==> src/rtl/quadrature_decoder.sv <==
// Quadrature decoder: 2-FF sync, per-channel stability filter, x4 decode, illegal-transition count.
// Optional step-period measurement is enabled by defining QDEC_PERIOD_EN.
module quadrature_decoder #(
    parameter int unsigned POS_WIDTH    = 32,
    parameter int unsigned FILTER_LEN   = 4,
    parameter int unsigned PERIOD_WIDTH = 24
) (
    input  logic                        clk,
    input  logic                        reset,
    input  logic                        encoder_a,
    input  logic                        encoder_b,
    input  logic                        clear,
    output logic signed [POS_WIDTH-1:0] position,
    output logic                        dir,
    output logic                        step_pulse,
    output logic [15:0]                 err_cnt,
    output logic                        err_sticky,
    output logic [PERIOD_WIDTH-1:0]     period,
    output logic                        period_valid
);

    // Channel vectors are {A, B}
    logic [1:0] sync1_q, sync2_q;
    logic [1:0] filt;
    logic [1:0] prev_q;
    logic [1:0] prime_cnt_q;
    logic       primed_q;
    logic       prime_load;

    assign prime_load = !primed_q && (prime_cnt_q == 2'd2);

    always_ff @(posedge clk) begin
        if (reset) begin
            sync1_q     <= 2'b00;
            sync2_q     <= 2'b00;
            prime_cnt_q <= 2'd0;
            primed_q    <= 1'b0;
            prev_q      <= 2'b00;
        end else begin
            sync1_q <= {encoder_a, encoder_b};
            sync2_q <= sync1_q;
            if (prime_load) begin
                primed_q <= 1'b1;
                prev_q   <= sync2_q;
            end else if (!primed_q) begin
                prime_cnt_q <= prime_cnt_q + 2'd1;
            end else begin
                prev_q <= filt;
            end
        end
    end

    generate
        if (FILTER_LEN == 0) begin : g_nofilt
            assign filt = sync2_q;
        end else begin : g_filt
            localparam int unsigned CW = $clog2(FILTER_LEN + 1);
            logic [1:0]         filt_q;
            logic [1:0][CW-1:0] cnt_q;

            always_ff @(posedge clk) begin
                if (reset) begin
                    filt_q <= 2'b00;
                    cnt_q  <= '0;
                end else if (!primed_q) begin
                    if (prime_load) filt_q <= sync2_q;
                    cnt_q <= '0;
                end else begin
                    for (int i = 0; i < 2; i++) begin
                        if (sync2_q[i] != filt_q[i]) begin
                            if (cnt_q[i] == CW'(FILTER_LEN - 1)) begin
                                filt_q[i] <= sync2_q[i];
                                cnt_q[i]  <= '0;
                            end else begin
                                cnt_q[i] <= cnt_q[i] + 1'b1;
                            end
                        end else begin
                            cnt_q[i] <= '0;
                        end
                    end
                end
            end

            assign filt = filt_q;
        end
    endgenerate

    logic fwd, rev, illegal;

    always_comb begin
        fwd     = 1'b0;
        rev     = 1'b0;
        illegal = 1'b0;
        if (primed_q) begin
            case ({prev_q, filt})
                4'b0010, 4'b1011, 4'b1101, 4'b0100: fwd = 1'b1;
                4'b0001, 4'b0111, 4'b1110, 4'b1000: rev = 1'b1;
                4'b0011, 4'b1100, 4'b0110, 4'b1001: illegal = 1'b1;
                default: ;
            endcase
        end
    end

    logic signed [POS_WIDTH-1:0] pos_q, pos_d;
    logic                        dir_q, dir_d;
    logic                        step_q, step_d;
    logic [15:0]                 err_q, err_d;
    logic                        sticky_q, sticky_d;

    // clear wins over anything decoded in the same cycle
    always_comb begin
        pos_d    = pos_q;
        dir_d    = dir_q;
        step_d   = 1'b0;
        err_d    = err_q;
        sticky_d = sticky_q;
        if (clear) begin
            pos_d    = '0;
            err_d    = '0;
            sticky_d = 1'b0;
        end else if (fwd) begin
            pos_d  = pos_q + POS_WIDTH'(1);
            dir_d  = 1'b1;
            step_d = 1'b1;
        end else if (rev) begin
            pos_d  = pos_q - POS_WIDTH'(1);
            dir_d  = 1'b0;
            step_d = 1'b1;
        end else if (illegal) begin
            if (err_q != 16'hFFFF) err_d = err_q + 16'd1;
            sticky_d = 1'b1;
        end
    end

    always_ff @(posedge clk) begin
        if (reset) begin
            pos_q    <= '0;
            dir_q    <= 1'b0;
            step_q   <= 1'b0;
            err_q    <= '0;
            sticky_q <= 1'b0;
        end else begin
            pos_q    <= pos_d;
            dir_q    <= dir_d;
            step_q   <= step_d;
            err_q    <= err_d;
            sticky_q <= sticky_d;
        end
    end

    assign position   = pos_q;
    assign dir        = dir_q;
    assign step_pulse = step_q;
    assign err_cnt    = err_q;
    assign err_sticky = sticky_q;

`ifdef QDEC_PERIOD_EN
    logic [PERIOD_WIDTH-1:0] pcnt_q, period_q;
    logic                    pvalid_q, seen_q;

    // First counted step only restarts the counter; there is no previous step to measure from
    always_ff @(posedge clk) begin
        if (reset) begin
            pcnt_q   <= '0;
            period_q <= '0;
            pvalid_q <= 1'b0;
            seen_q   <= 1'b0;
        end else begin
            pvalid_q <= 1'b0;
            if (step_d) begin
                pcnt_q <= '0;
                seen_q <= 1'b1;
                if (seen_q) begin
                    period_q <= (pcnt_q == '1) ? pcnt_q : pcnt_q + 1'b1;
                    pvalid_q <= 1'b1;
                end
            end else if (pcnt_q != '1) begin
                pcnt_q <= pcnt_q + 1'b1;
            end
        end
    end

    assign period       = period_q;
    assign period_valid = pvalid_q;
`else
    assign period       = {PERIOD_WIDTH{1'b0}};
    assign period_valid = 1'b0;
`endif

endmodule

==> config.mk <==
export PLATFORM = sky130hd
export DESIGN_NAME = quadrature_decoder
export DESIGN_NICKNAME = d
export VERILOG_FILES = /design/src/rtl/quadrature_decoder.sv
export SDC_FILE = /design/constraint.sdc
export NUM_CORES = 1
export LEC_CHECK = 0
export ABC_AREA = 1
export BUFFER_PORTS_ARGS = -buffer_cell sky130_fd_sc_hd__buf_2
export CAP_MARGIN = 5
export CORE_MARGIN = 2
export CORE_UTILIZATION = 45
export DETAILED_ROUTE_END_ITERATION = 16
export PLACE_DENSITY_LB_ADDON = 0.2
export SLEW_MARGIN = 15
export SYNTH_ARGS = -nofsm -noshare
export SYNTH_HDL_FRONTEND = slang
export SYNTH_SLANG_ARGS = --single-unit
==> constraint.sdc <==
create_clock -name clk -period 3.8 [get_ports clk]
set_clock_uncertainty 0.15 [all_clocks]
set_input_delay 0.19 -clock clk [delete_from_list [all_inputs] [get_ports clk]]
set_output_delay 0.19 -clock clk [all_outputs]
set_load 0.01 [all_outputs]
Word level (Yosys, flattened, before mapping). Index checks and enable logic that the tools add are counted.

Register bits after elaboration: 68. Output and inout bits: 76.

Add/sub/neg operators: 6. Equality and inequality tests: 22. Multiplexer cells: 20. Bitwise gates (word level): 7. Reductions and logical operators: 16.

Operator list (number): $mux 32 (2); $add 32x2->32 const B (1); $sub 32x2->32 const B (1); $eq 4x4->1 const B (6); $reduce_or 4->1 (5); $add 16x1->16 const B (1); $ne 16x16->1 const B (1); $mux 1 (14); $eq 4x3->1 const B (3); $reduce_and 3->1 (3); $eq 4x2->1 const B (2); $mux 2 (4); $ne 2x1->1 const B (4); $not 1->1 (7); $add 3x1->3 const B (2); $eq 3x2->1 const B (2); $eq 4x1->1 const B (1); $reduce_and 2->1 (2); $reduce_and 4->1 (1); $reduce_bool 2->1 (2); $add 2x1->2 const B (1); $eq 2x2->1 const B (1); $ne 1x1->1 (2); $reduce_or 2->1 (1); 2 further kinds (2).

Depth between registers and ports, before layout. Gate-level depths: netlist of run 1.

Depth after elaboration: 6. Depth in mapped cells: 17.

Worst setup path after synthesis of run 1. No wires, ideal clock.

Path type: register -> register. Start point: register g_filt.filt_q[1], in the netlist filt[1]. End point: register pos_q[28], in the netlist position[28]. Library setup time: 0.109 ns. Arrival time: 2.854 ns. Data required time: 3.541 ns. Setup slack: 0.687 ns. Stages on the path, launching flop included: 14. Buffers on the path: 0. Path through: dfxtp_1 -> xor2_1 -> nand3_1 -> ha_1 -> nand2_1 -> inv_1 -> a21oi_1 -> nand3_1 -> nand2_1 -> nand2_1 -> nand2_1 -> nand3_1 -> nand2_1 -> inv_1.

Cells in the longest elaborated chain, start to end: 5. Elaborated cells between the ends (all ways): 16.

Ends and longest elaborated chain: start, declared (line 58) `logic [1:0] filt_q;`; start signal, assigned (line 66) `if (prime_load) filt_q <= sync2_q;`; start signal, assigned by index (line 72) `filt_q[i] <= sync2_q[i];`; $eq 4x2->1 (tied with other cells) (line 95) `case ({prev_q, filt})`; $reduce_or 4->1 (line 95); $mux 1 (line 95); $mux 1 (line 94) `if (primed_q) begin`; $mux 32 or $reduce_bool 2->1 (tied branches); end signal, assigned (line 143) `pos_q <= pos_d;`; end, declared (line 104) `logic signed [POS_WIDTH-1:0] pos_q, pos_d;`.

Parallel ways exist; a longest one is shown, timed or not. A chain may end at the register's enable or synchronous reset.

Worst setup path in the final report of run 1.
Start point: register g_filt.filt_q[0], in the netlist filt[0]. End point: register pos_q[28], in the netlist position[28].

Cells in the longest elaborated chain, start to end: 5. Elaborated cells between the ends (all ways): 16.

Ends and longest elaborated chain: $eq 4x2->1 (tied with other cells) (line 95); $reduce_or 4->1 * (line 95); $mux 1 * (line 95); $mux 1 * (line 94); via fwd (line 88) `logic fwd, rev, illegal;`; $mux 32 or $reduce_bool 2->1 (tied branches).

The timed path passes the listed nets; every way through them passes the cells marked *.

==> summary.txt, run 1 <==
STA
  • Setup ws final: 0.967 ns
  • RSZ-0062 raised after global routing: false
  • Worst-margin pin slew: 0.703 ns
  • FMAX: 0.353 GHz
  • Setup TNS: 0 ns
  • Final hold vios: 0
  • Tmin final: 2.83 ns
  • Max-slew violation count: 0
  • Max-Slew Margin vs Limit: 0.530
  • # setup viols final: 0
  • Final period utilization: 0.746

Placed design
  • Post-DP HPWL: 9.89 mm
  • Post-Place Worst Slack: 0.991 ns
  • Final GP Congestion: 0.929
  • PortBufs: 55

Final layout
  • Fin nets: 1,032
  • Most frequent cells in the layout: nand2_1 (297), inv_1 (185), nor2_1 (120)
  • Most common cell after layout, fill and taps aside: nand2_1
  • ANT cells: 0
  • Area growth, synth to finish: 10.4%
  • Share of layout cells above drive strength 1: 0.0795

Critical path
  • Worst path arrival time: 2.92 ns
  • CP startpoint kind: register
  • Critical path endpoint category: register
  • WS Path Type: register to register
  • Worst reg2reg path endpoint: position[28]$_SDFFE_PP0N_
  • R2R setup slack: 0.97 ns
  • Reg-to-reg startpoint: filt[0]$_SDFFE_PP0P_
  • Worst reg2reg path depth: 15
  • Critical Path RT: 3.89 ns
  • Max FO, Critical Path: 34

Detailed routing
  • WL/cell: 11.5 µm
  • Via count: 5,287
  • Drt pass-1 iters: 5
  • DR WL met3: 693 µm
  • Antenna viol nets, final: 0
  • First DRT Iteration DRCs: 343
  • DRC: 0
  • M1 wire length: 6.46 mm
  • DR top layer: met4
  • Total Routed Length: 13.1 mm
  • DR vias/cell: 4.63
  • Met2 Wirelength: 5.73 mm

Floorplanning
  • DIE HEIGHT: 114 µm
  • Core area: 12,000 µm²
  • Top-Level Pins: 81
  • Initial Utilization: 0.458
  • Die Area: 13,100 µm²
  • Num rows: 40
  • Die width: 114 µm

GRT
  • Remaining Overflow, GRT: 0
  • GRT Util Overall: 0.213
  • Antenna violations before repair: 0
  • Vias in the first global route: 4,815
  • First-pass GRT wire length: 22.3 mm
  • Largest net degree at the start of global routing: 59

Clocking
  • CTS H-tree lvls: 3
  • Worst-path clk slew: 0.06 ns
  • CTS tree: built
  • Total CTS buffers: 9
  • CTS Buffer Depth: 2
  • Clock Sinks: 68
  • Worst skew pair latency: 0.34 ns
  • Root Driver: clkbuf_16
  • Post-CTS resize count: 0

Yosys
  • Avg Cell Area, Syn: 5.87 µm²
  • Post-Syn Area: 5480 µm²
  • Post-synth ARST share: 0
  • Main synth FF type: dfxtp_1
  • Yosys top cell area share: 0.249
  • Register area share after synthesis: 0.249
  • Synth top area cells: dfxtp_1 (25%), nand2_1 (20%), inv_1 (13%)
  • Number of flops mapped to enable cells by yosys: 0
  • Warnings, synthesis: 0
  • Cell count after synthesis: 933
  • #FFs+latches synth: 68
  • Dominant cell type by area after synthesis: dfxtp_1
  • Yosys cell types: 35

Run status
  • Status: finished, final reports clean

Flow run
  • Maxcap violations: 0

Power and ir drop
  • Clock share of power: 0.248
  • Sequential share of power: 0.257
  • Power density cells: 515 nW/µm²
  • Pleak: 3.54 nW
  • PnR Total Power: 0.00311 W
  • Switching share of power: 0.452
  • Worst ir drop on vdd: 242 µV
  • Combinational share of power: 0.495
  • Net Switching: 0.00141 W
  • P_int: 0.00170 W

Min path
  • Hold endpoint: sync1_q[0]$_SDFF_PP0_
  • Hold Crit Depth: 2
  • Hold_sp: reset
  • Hold Path Class: input port to register
==> layout make-up <==
type	count	area, µm²
clock inverter	6	41.3
sequential	68	1360
clock buffer	9	225
tap	147	184
inverter	187	702
multi-input combinational	664	3210
fill	1319	5920
timing repair buffer	60	320
==> flip-flops by register name, indices dropped and copies added, names as in the netlist <==
| name | flops |
|---|---|
| err_sticky | 1 |
| sync1_q | 2 |
| sync2_q | 2 |
| filt | 2 |
| step_pulse | 1 |
| prev_q | 2 |
| g_filt.cnt_q | 6 |
| dir | 1 |
| prime_cnt_q | 2 |
| err_cnt | 16 |
| primed_q | 1 |
| position | 32 |
==> cells by family after synthesis <==
logic type,share of synthesized area
flip-flops,0.249
AO/OA/AOI/OAI,0.0827
buffers and inverters,0.182
other,0.000685
AND/OR/NAND/NOR,0.357
adder cells (fa/ha/maj),0.0859
XOR/XNOR,0.0432
==> what timing repair did <==
action,CTS,global route
endpoints found under the setup margin,0,0
hold buffers,3,0
buffers inserted,0,0
endpoints found under the hold margin,3,0
==> synthesized netlist by cell type (2+ instances only) <==
cell / number
dfxtp_1: 68
nor3_1: 7
o211ai_1: 4
xor2_1: 13
buf_2: 2
and3_1: 2
xnor2_1: 14
nand2_1: 297
o21ai_1: 6
ha_1: 36
nand4_1: 5
inv_1: 185
buf_4: 28
o21bai_1: 2
clkbuf_1: 4
o21ai_0: 24
buf_6: 2
nand3_1: 52
nor2_1: 120
a21oi_1: 47
==> per-stage QoR <==
| step | util | cells | hold slack, ns | cell area (µm²) |
|---|---|---|---|---|
| 6_report | 0.505 | 1141 | 0.0269 | 6040 |
| 5_1_grt | 0.505 | 1141 | 0.0222 | 6040 |
| 4_1_cts | 0.505 | 1141 | 0.0175 | 6040 |
| 3_5_place_dp | 0.480 | 1123 | 0.249 | 5750 |
| 3_3_place_gp | 0.480 | 1123 | 0.242 | 5750 |
| 2_1_floorplan | - | 957 | 0.147 | 5570 |
==> per-layer routing <==
layer,global-route usage,vias to the layer above
li1,-,2897
met1,0.283,2251
met2,0.348,123
met3,0.0508,16
met4,0.0561,0
met5,0,-
==> power groups by stage <==
| stage | registers, W | clock network (W) | logic [W] |
|---|---|---|---|
| 2_1_floorplan | 0.000813 | 0 | 0.00123 |
| 3_3_place_gp | 0.000812 | 0 | 0.00152 |
| 3_5_place_dp | 0.000813 | 0 | 0.00152 |
| 4_1_cts | 0.000798 | 0.000800 | 0.00154 |
| 5_1_grt | 0.000804 | 0.000835 | 0.00180 |
| 6_report | 0.000799 | 0.000772 | 0.00154 |
==> worst max-delay path, stage by stage (launching register included) <==
cell and delay (ns):
dfxtp_1 0.42, xnor2_1 0.11, nand3_1 0.08, buf_4 0.38
inv_1 0.11, fa_1 0.42, inv_1 0.13, nand3_1 0.08
nand3_1 0.16, nand3_1 0.11, nand3_1 0.17, nand2_1 0.10
nand3_1 0.09, nand3_1 0.08, nand2_1 0.09, inv_1 0.04
==> worst max-delay path by stage <==
stage                    startpoint                   endpoint  slack [ns]  depth (start not counted)
3_5_place_dp   filt[0]$_SDFFE_PP0P_  position[16]$_SDFFE_PP0N_        0.99                         16
5_1_grt        filt[0]$_SDFFE_PP0P_  position[28]$_SDFFE_PP0N_        0.58                         15
6_report       filt[0]$_SDFFE_PP0P_  position[28]$_SDFFE_PP0N_        0.97                         15
2_1_floorplan  filt[1]$_SDFFE_PP0P_  position[28]$_SDFFE_PP0N_        0.69                         13
4_1_cts        filt[1]$_SDFFE_PP0P_  position[16]$_SDFFE_PP0N_        0.96                         16
3_3_place_gp   filt[0]$_SDFFE_PP0P_  position[16]$_SDFFE_PP0N_        0.99                         16
No activity file was read; power rests on OpenSTA's default activity.
==> run 2, diff against run 1 <==
--- a/config.mk
+++ b/config.mk
@@ -5,7 +5,7 @@
 export SDC_FILE = /design/constraint.sdc
 export NUM_CORES = 1
 export LEC_CHECK = 0
-export ABC_AREA = 1
+export ABC_AREA = 0
 export BUFFER_PORTS_ARGS = -buffer_cell sky130_fd_sc_hd__buf_2
 export CAP_MARGIN = 5
 export CORE_MARGIN = 2
==> constraint.sdc (replaced) <==
create_clock -name clk -period 2.58 [get_ports clk]
set_clock_uncertainty 0.15 [all_clocks]
set_input_delay 0.129 -clock clk [delete_from_list [all_inputs] [get_ports clk]]
set_output_delay 0.129 -clock clk [all_outputs]
set_load 0.01 [all_outputs]
==> run 2 against run 1 <==
  * The run now ends with setup timing left
  * First-iteration DRC count shrank 58%
  * Core utilization grew 17 points
  * Hold slack gained 0.088 ns
  * Synthesized cell count shrank 37%
  * Register-to-register slack lost 1.4 ns
  * Critical endpoint is now position[26]$_SDFFE_PP0N_
==> summary.txt, run 2 <==
Final layout
  • Area growth, synth to finish: 47.4%
  • Share of layout cells above drive strength 1: 0.402
  • ANT cells: 0
  • Fin nets: 809
  • Most common cell after layout, fill and taps aside: buf_4
  • Design area: 6920 µm²
  • Max FFs per register: 32
  • # fillers: 824
  • Most frequent cells in the layout: buf_4 (125), nand2_1 (65), dfxtp_1 (63)

Detailed routing
  • DRC: 0
  • First DRT Iteration DRCs: 145
  • Total Routed Length: 14.1 mm
  • Antenna viol nets, final: 0
  • WL/cell: 15.6 µm
  • Drt pass-1 iters: 4
  • Via count: 4,801
  • DR vias/cell: 5.29

Critical path
  • Worst path arrival time: 3.07 ns
  • Critical path endpoint category: register
  • Critical Path RT: 2.68 ns
  • Max FO, Critical Path: 5
  • WS Path Type: register to register
  • CP startpoint kind: register

Yosys
  • Cell count after synthesis: 589
  • Register area share after synthesis: 0.290
  • Avg Cell Area, Syn: 7.97 µm²
  • Yosys cell types: 64
  • Post-synth ARST share: 0
  • Largest family of logic cells by synthesized area: compound AO/OA/AOI/OAI gates
  • Adder-cell area share of the yosys netlist: 0.100
  • Main synth FF type: dfxtp_1
  • Warnings, synthesis: 0
  • Simple-Gate Fraction of Synth Area: 0.207
  • Mux cell area share after synthesis: 0.0128
  • #FFs+latches synth: 68
  • Xor/xnor share of the synthesized area: 0.0821
  • Synth top area cells: dfxtp_1 (29%), ha_1 (9.6%), nand2_1 (5.8%)
  • Synth Area in Compound Gates: 0.224
  • Number of flops mapped to enable cells by yosys: 0
  • Yosys top cell area share: 0.290
  • Commonest cells post-synth: nand2_1 (73), dfxtp_1 (68), nor2_1 (60)
  • Most common cell in the netlist: nand2_1
  • Dominant cell type by area after synthesis: dfxtp_1
  • Post-Syn Area: 4690 µm²

Floorplanning
  • DIE HEIGHT: 106 µm
  • Die width: 106 µm
  • Top-Level Pins: 81
  • Core area: 10,200 µm²
  • Die Area: 11,300 µm²
  • Initial Utilization: 0.459
  • Num rows: 37

STA
  • FMAX: 0.336 GHz
  • Setup TNS: -5.87 ns
  • Max-slew violation count: 0
  • # setup viols final: 25
  • Setup ws final: -0.396 ns
  • RSZ-0062 raised after global routing: true
  • Final hold vios: 0
  • Tmin final: 2.98 ns
  • Final period utilization: 1.15

Power and ir drop
  • Pleak: 3.25 nW
  • Power density cells: 489 nW/µm²
  • Worst ir drop on vdd: 515 µV

Flow run
  • Maxcap violations: 0

Clocking
  • Worst skew pair latency: 0.36 ns
  • Clock Sinks: 68
  • Root Driver: clkbuf_8
  • CTS Buffer Depth: 2
  • CTS H-tree lvls: 3
  • Total CTS buffers: 9
  • CTS tree: built
  • Worst-path clk slew: 0.08 ns

GRT
  • Vias in the first global route: 4,762
  • Largest net degree at the start of global routing: 29
  • Remaining Overflow, GRT: 0
  • GRT Util Overall: 0.246
  • First-pass GRT wire length: 22.2 mm
  • Antenna violations before repair: 0

Placed design
  • Post-Place Worst Slack: -0.432 ns
  • Final GP Congestion: 0.949
  • Post-DP HPWL: 9.55 mm
  • Placed cell area: 5860 µm²
  • PortBufs: 55

Run status
  • Failing checks: setup timing
  • Status: complete, but fails checks

Min path
  • Hold Path Class: input port to register
run 2: cell type report:
cell class / instances / area, µm² / share of cell area
Inverter: 18 / 70.1 / 0.0101
Multi-Input combinational cell: 477 / 3690 / 0.533
Timing Repair Buffer: 193 / 1360 / 0.197
Tap cell: 136 / 170 / 0.0246
Clock buffer: 9 / 124 / 0.0179
Clock inverter: 6 / 136 / 0.0197
Sequential cell: 68 / 1370 / 0.198
run 2: logic make-up after synthesis:
family / after synthesis
simple gates: 208
compound gates: 155
buf+inv: 70
flops: 68
xor+xnor: 44
fa+ha+maj: 37
mux: 6
other cells: 1
run 2: worst max-delay path, stage by stage, from the launching register on:
cell and delay (ns):
dfxtp_2 0.34, xor2_2 0.16, and2_4 0.27, nand2_4 0.13, ha_4 0.25, a211o_4 0.36
o311ai_4 0.37, o211ai_4 0.14, a21oi_4 0.25, nor4_1 0.08, or3_1 0.36
run 2: worst paths after layout:
| kind | endpoint | from | slack (ns) | cells past startpoint |
|---|---|---|---|---|
| setup reg to reg | position[26]$_SDFFE_PP0N_ | filt[1]$_SDFFE_PP0P_ | -0.40 | 10 |
| hold reg to reg | g_filt.cnt_q[3]$_SDFF_PP0_ | g_filt.cnt_q[3]$_SDFF_PP0_ | 0.28 | 1 |
| hold / removal | dir$_SDFFE_PP0P_ | clear | 0.12 | 5 |
| setup / recovery | position[26]$_SDFFE_PP0N_ | filt[1]$_SDFFE_PP0P_ | -0.40 | 10 |
run 2: repair_timing:
item | 4_1_cts | 5_1_grt
resized for setup | 43 | 75
gates cloned | 2 | 0
setup buffers | 12 | 8
endpoints found under the hold margin | 11 | 0
pin swaps | 11 | 16
setup endpoints to repair | 25 | 31
hold buffers | 5 | 0
run 2: metal layers:
| metal | vias to the layer above | global-route usage | routed length, µm | part of all wire |
|---|---|---|---|---|
| li1 | 2374 | - | - | - |
| met1 | 2314 | 0.287 | 5960 | 0.42 |
| met2 | 93 | 0.446 | 7390 | 0.52 |
| met3 | 20 | 0.0472 | 555 | 0.039 |
| met4 | 0 | 0.0883 | 229 | 0.016 |
| met5 | - | 0 | 0 | 0 |
run 2: per-stage QoR:
step | util | std cells | total power, W | hold slack [ns]
floorplan | - | 613 | 0.00170 | 0.0506
global placement | 0.572 | 865 | 0.00193 | 0.199
detailed placement | 0.572 | 865 | 0.00195 | 0.192
CTS | 0.635 | 899 | 0.00326 | 0.101
global route | 0.676 | 907 | 0.00354 | 0.120
finish | 0.676 | 907 | 0.00338 | 0.115
run 2: power breakdown:
| group | leakage (nW) | internal [W] | switching, W | total (W) |
|---|---|---|---|---|
| sequential | 0.552 | 0.00109 | 0.0000456 | 0.00113 |
| combinational | 2.57 | 0.000516 | 0.000531 | 0.00105 |
| clock | 0.126 | 0.000739 | 0.000465 | 0.00120 |
| total | 3.25 | 0.00234 | 0.00104 | 0.00338 |
==> run 3, diff against run 2 <==
==> constraint.sdc (replaced) <==
create_clock -name clk -period 3.3 [get_ports clk]
set_clock_uncertainty 0.15 [all_clocks]
set_input_delay 0.165 -clock clk [delete_from_list [all_inputs] [get_ports clk]]
set_output_delay 0.165 -clock clk [all_outputs]
set_load 0.01 [all_outputs]
==> run 3 against run 2 <==
  * The run now ends clean
  * Setup slack better by 0.54 ns
  * First-iteration DRC count grew 29%
  * Sequential share of layout area up 5.6 points
  * Clock-buffer cell count unchanged
  * Die area unchanged
  * Global-route usage decreased by 4.2 points
  * Via count decreased by 12%
  * Core utilization is 15 points lower
  * Sequential cell count is the same
  * Final area decreased by 22%
  * Sequential power decreased by 23%
  * Largest cell class unchanged
==> summary.txt, run 3 (synthesis gave the netlist of run 2 again) <==
Detailed routing
  • Drt pass-1 iters: 4
  • WL/cell: 14.3 µm
  • Via count: 4,213
  • DRC: 0
  • Antenna viol nets, final: 0
  • Total Routed Length: 11.3 mm
  • First DRT Iteration DRCs: 187
  • DR vias/cell: 5.31

Critical path
  • Max FO, Critical Path: 16
  • Worst path arrival time: 3.24 ns
  • Worst reg2reg path endpoint: position[24]$_SDFFE_PP0N_
  • WS Path Type: register to register
  • Critical Path RT: 3.39 ns
  • R2R setup slack: 0.15 ns
  • CP startpoint kind: register
  • Worst reg2reg path depth: 12
  • Worst Setup EP: position[24]$_SDFFE_PP0N_
  • Worst Setup SP: prev_q[0]$_SDFFE_PP0N_
  • Reg-to-reg startpoint: prev_q[0]$_SDFFE_PP0N_
  • Critical path endpoint category: register

Run status
  • Status: finished, final reports clean

Final layout
  • Area growth, synth to finish: 14.5%
  • Final Non-Filler Cells: 793
  • Fin nets: 694
  • Share of layout cells above drive strength 1: 0.195
  • Max FFs per register: 32
  • # fillers: 985
  • Footprint of the multi-input gates: 3100 µm²
  • Design area: 5370 µm²
  • Most frequent cells in the layout: nand2_1 (72), dfxtp_1 (68), nor2_1 (60)
  • Most common cell after layout, fill and taps aside: nand2_1
  • ANT cells: 0
  • Sequential cell area: 1360 µm²

Floorplanning
  • Num rows: 37
  • Core area: 10,200 µm²
  • Top-Level Pins: 81
  • Die width: 106 µm
  • DIE HEIGHT: 106 µm
  • Initial Utilization: 0.459
  • Die Area: 11,300 µm²

Placed design
  • Post-DP HPWL: 8.48 mm
  • Post-Place Cells: 774
  • Final GP Congestion: 0.906
  • PortBufs: 55
  • Placed cell area: 5080 µm²

STA
  • Worst-margin pin slew: 0.561 ns
  • Setup TNS: 0 ns
  • RSZ-0062 raised after global routing: false
  • Final period utilization: 0.956
  • FMAX: 0.317 GHz
  • Final hold vios: 0
  • # setup viols final: 0
  • Tmin final: 3.15 ns
  • Max-slew violation count: 0
  • Max-Slew Margin vs Limit: 0.624

GRT
  • Remaining Overflow, GRT: 0
  • Vias in the first global route: 3,820
  • Antenna violations before repair: 0
  • Largest net degree at the start of global routing: 34
  • GRT Util Overall: 0.204
  • First-pass GRT wire length: 18.6 mm

Clocking
  • Total CTS buffers: 9
  • Worst skew pair latency: 0.35 ns
  • Clock Sinks: 68
  • CTS tree: built
  • Worst-path clk slew: 0.08 ns
  • Root Driver: clkbuf_8
  • CTS H-tree lvls: 3
  • CTS Buffer Depth: 2

Min path
  • Hold Path Class: input port to register
  • Hold Crit Depth: 2

Flow run
  • Maxcap violations: 0

Power and ir drop
  • Worst ir drop on vdd: 345 µV
  • Power density cells: 397 nW/µm²
  • Pleak: 2.53 nW
## run 3: per-layer routing
metal	wire, µm	track usage	share of wire	up-vias
met4	131	0.0442	0.012	0
met1	5200	0.272	0.46	1961
li1	-	-	-	2143
met3	618	0.0527	0.055	14
met2	5350	0.334	0.47	95
met5	0	0	0	-
## run 3: metrics by stage
stage / hold WS [ns] / worst slack (ns) / utilization / power, W
after global routing: 0.0144 / 0.00147 / 0.525 / 0.00226
after CTS: 0.000666 / 0.00394 / 0.519 / 0.00214
after detailed placement: 0.233 / -0.0484 / 0.497 / 0.00142
after floorplan: 0.0866 / 0.102 / - / 0.00132
final: 0.0115 / 0.146 / 0.525 / 0.00213
after global placement: 0.224 / 0.00390 / 0.497 / 0.00141
## run 3: layout make-up
cell class	count	area share
Tap cell	136	0.0317
Timing Repair Buffer	80	0.0878
Multi-Input combinational cell	475	0.577
Clock buffer	9	0.0231
Inverter	18	0.0126
Clock inverter	7	0.0140
Sequential cell	68	0.253
## run 3: worst min path at each step
stage | from | to
6_report | reset | filt[0]$_SDFFE_PP0P_
5_1_grt | reset | primed_q$_SDFFE_PP0P_
4_1_cts | reset | filt[1]$_SDFFE_PP0P_
3_5_place_dp | encoder_b | sync1_q[0]$_SDFF_PP0_
3_3_place_gp | encoder_b | sync1_q[0]$_SDFF_PP0_
2_1_floorplan | reset | sync2_q[0]$_SDFF_PP0_
## run 3: worst max-delay path: stages, from the launching register on
cell      delay (ns)
dfxtp_1         0.39
xor2_1          0.20
and2_4          0.22
nand2_8         0.11
buf_6           0.21
ha_1            0.39
a21o_1          0.22
a21o_1          0.17
a21oi_1         0.28
o21bai_1        0.13
a21oi_1         0.27
mux2i_1         0.23
o22ai_1         0.09
## run 3: repair_timing
action / 4_1_cts / 5_1_grt
hold endpoints to repair: 2 / 0
hold buffers: 2 / 0
pin swaps: 0 / 2
setup buffers: 0 / 1
gates resized for setup: 4 / 18
setup endpoints to repair: 4 / 11
## run 3: power by group
group | switching [W] | internal (W) | leakage [nW] | total, W
registers | 0.0000228 | 0.000847 | 0.549 | 0.000870
logic | 0.000317 | 0.000229 | 1.89 | 0.000546
clock network | 0.000363 | 0.000351 | 0.0918 | 0.000715
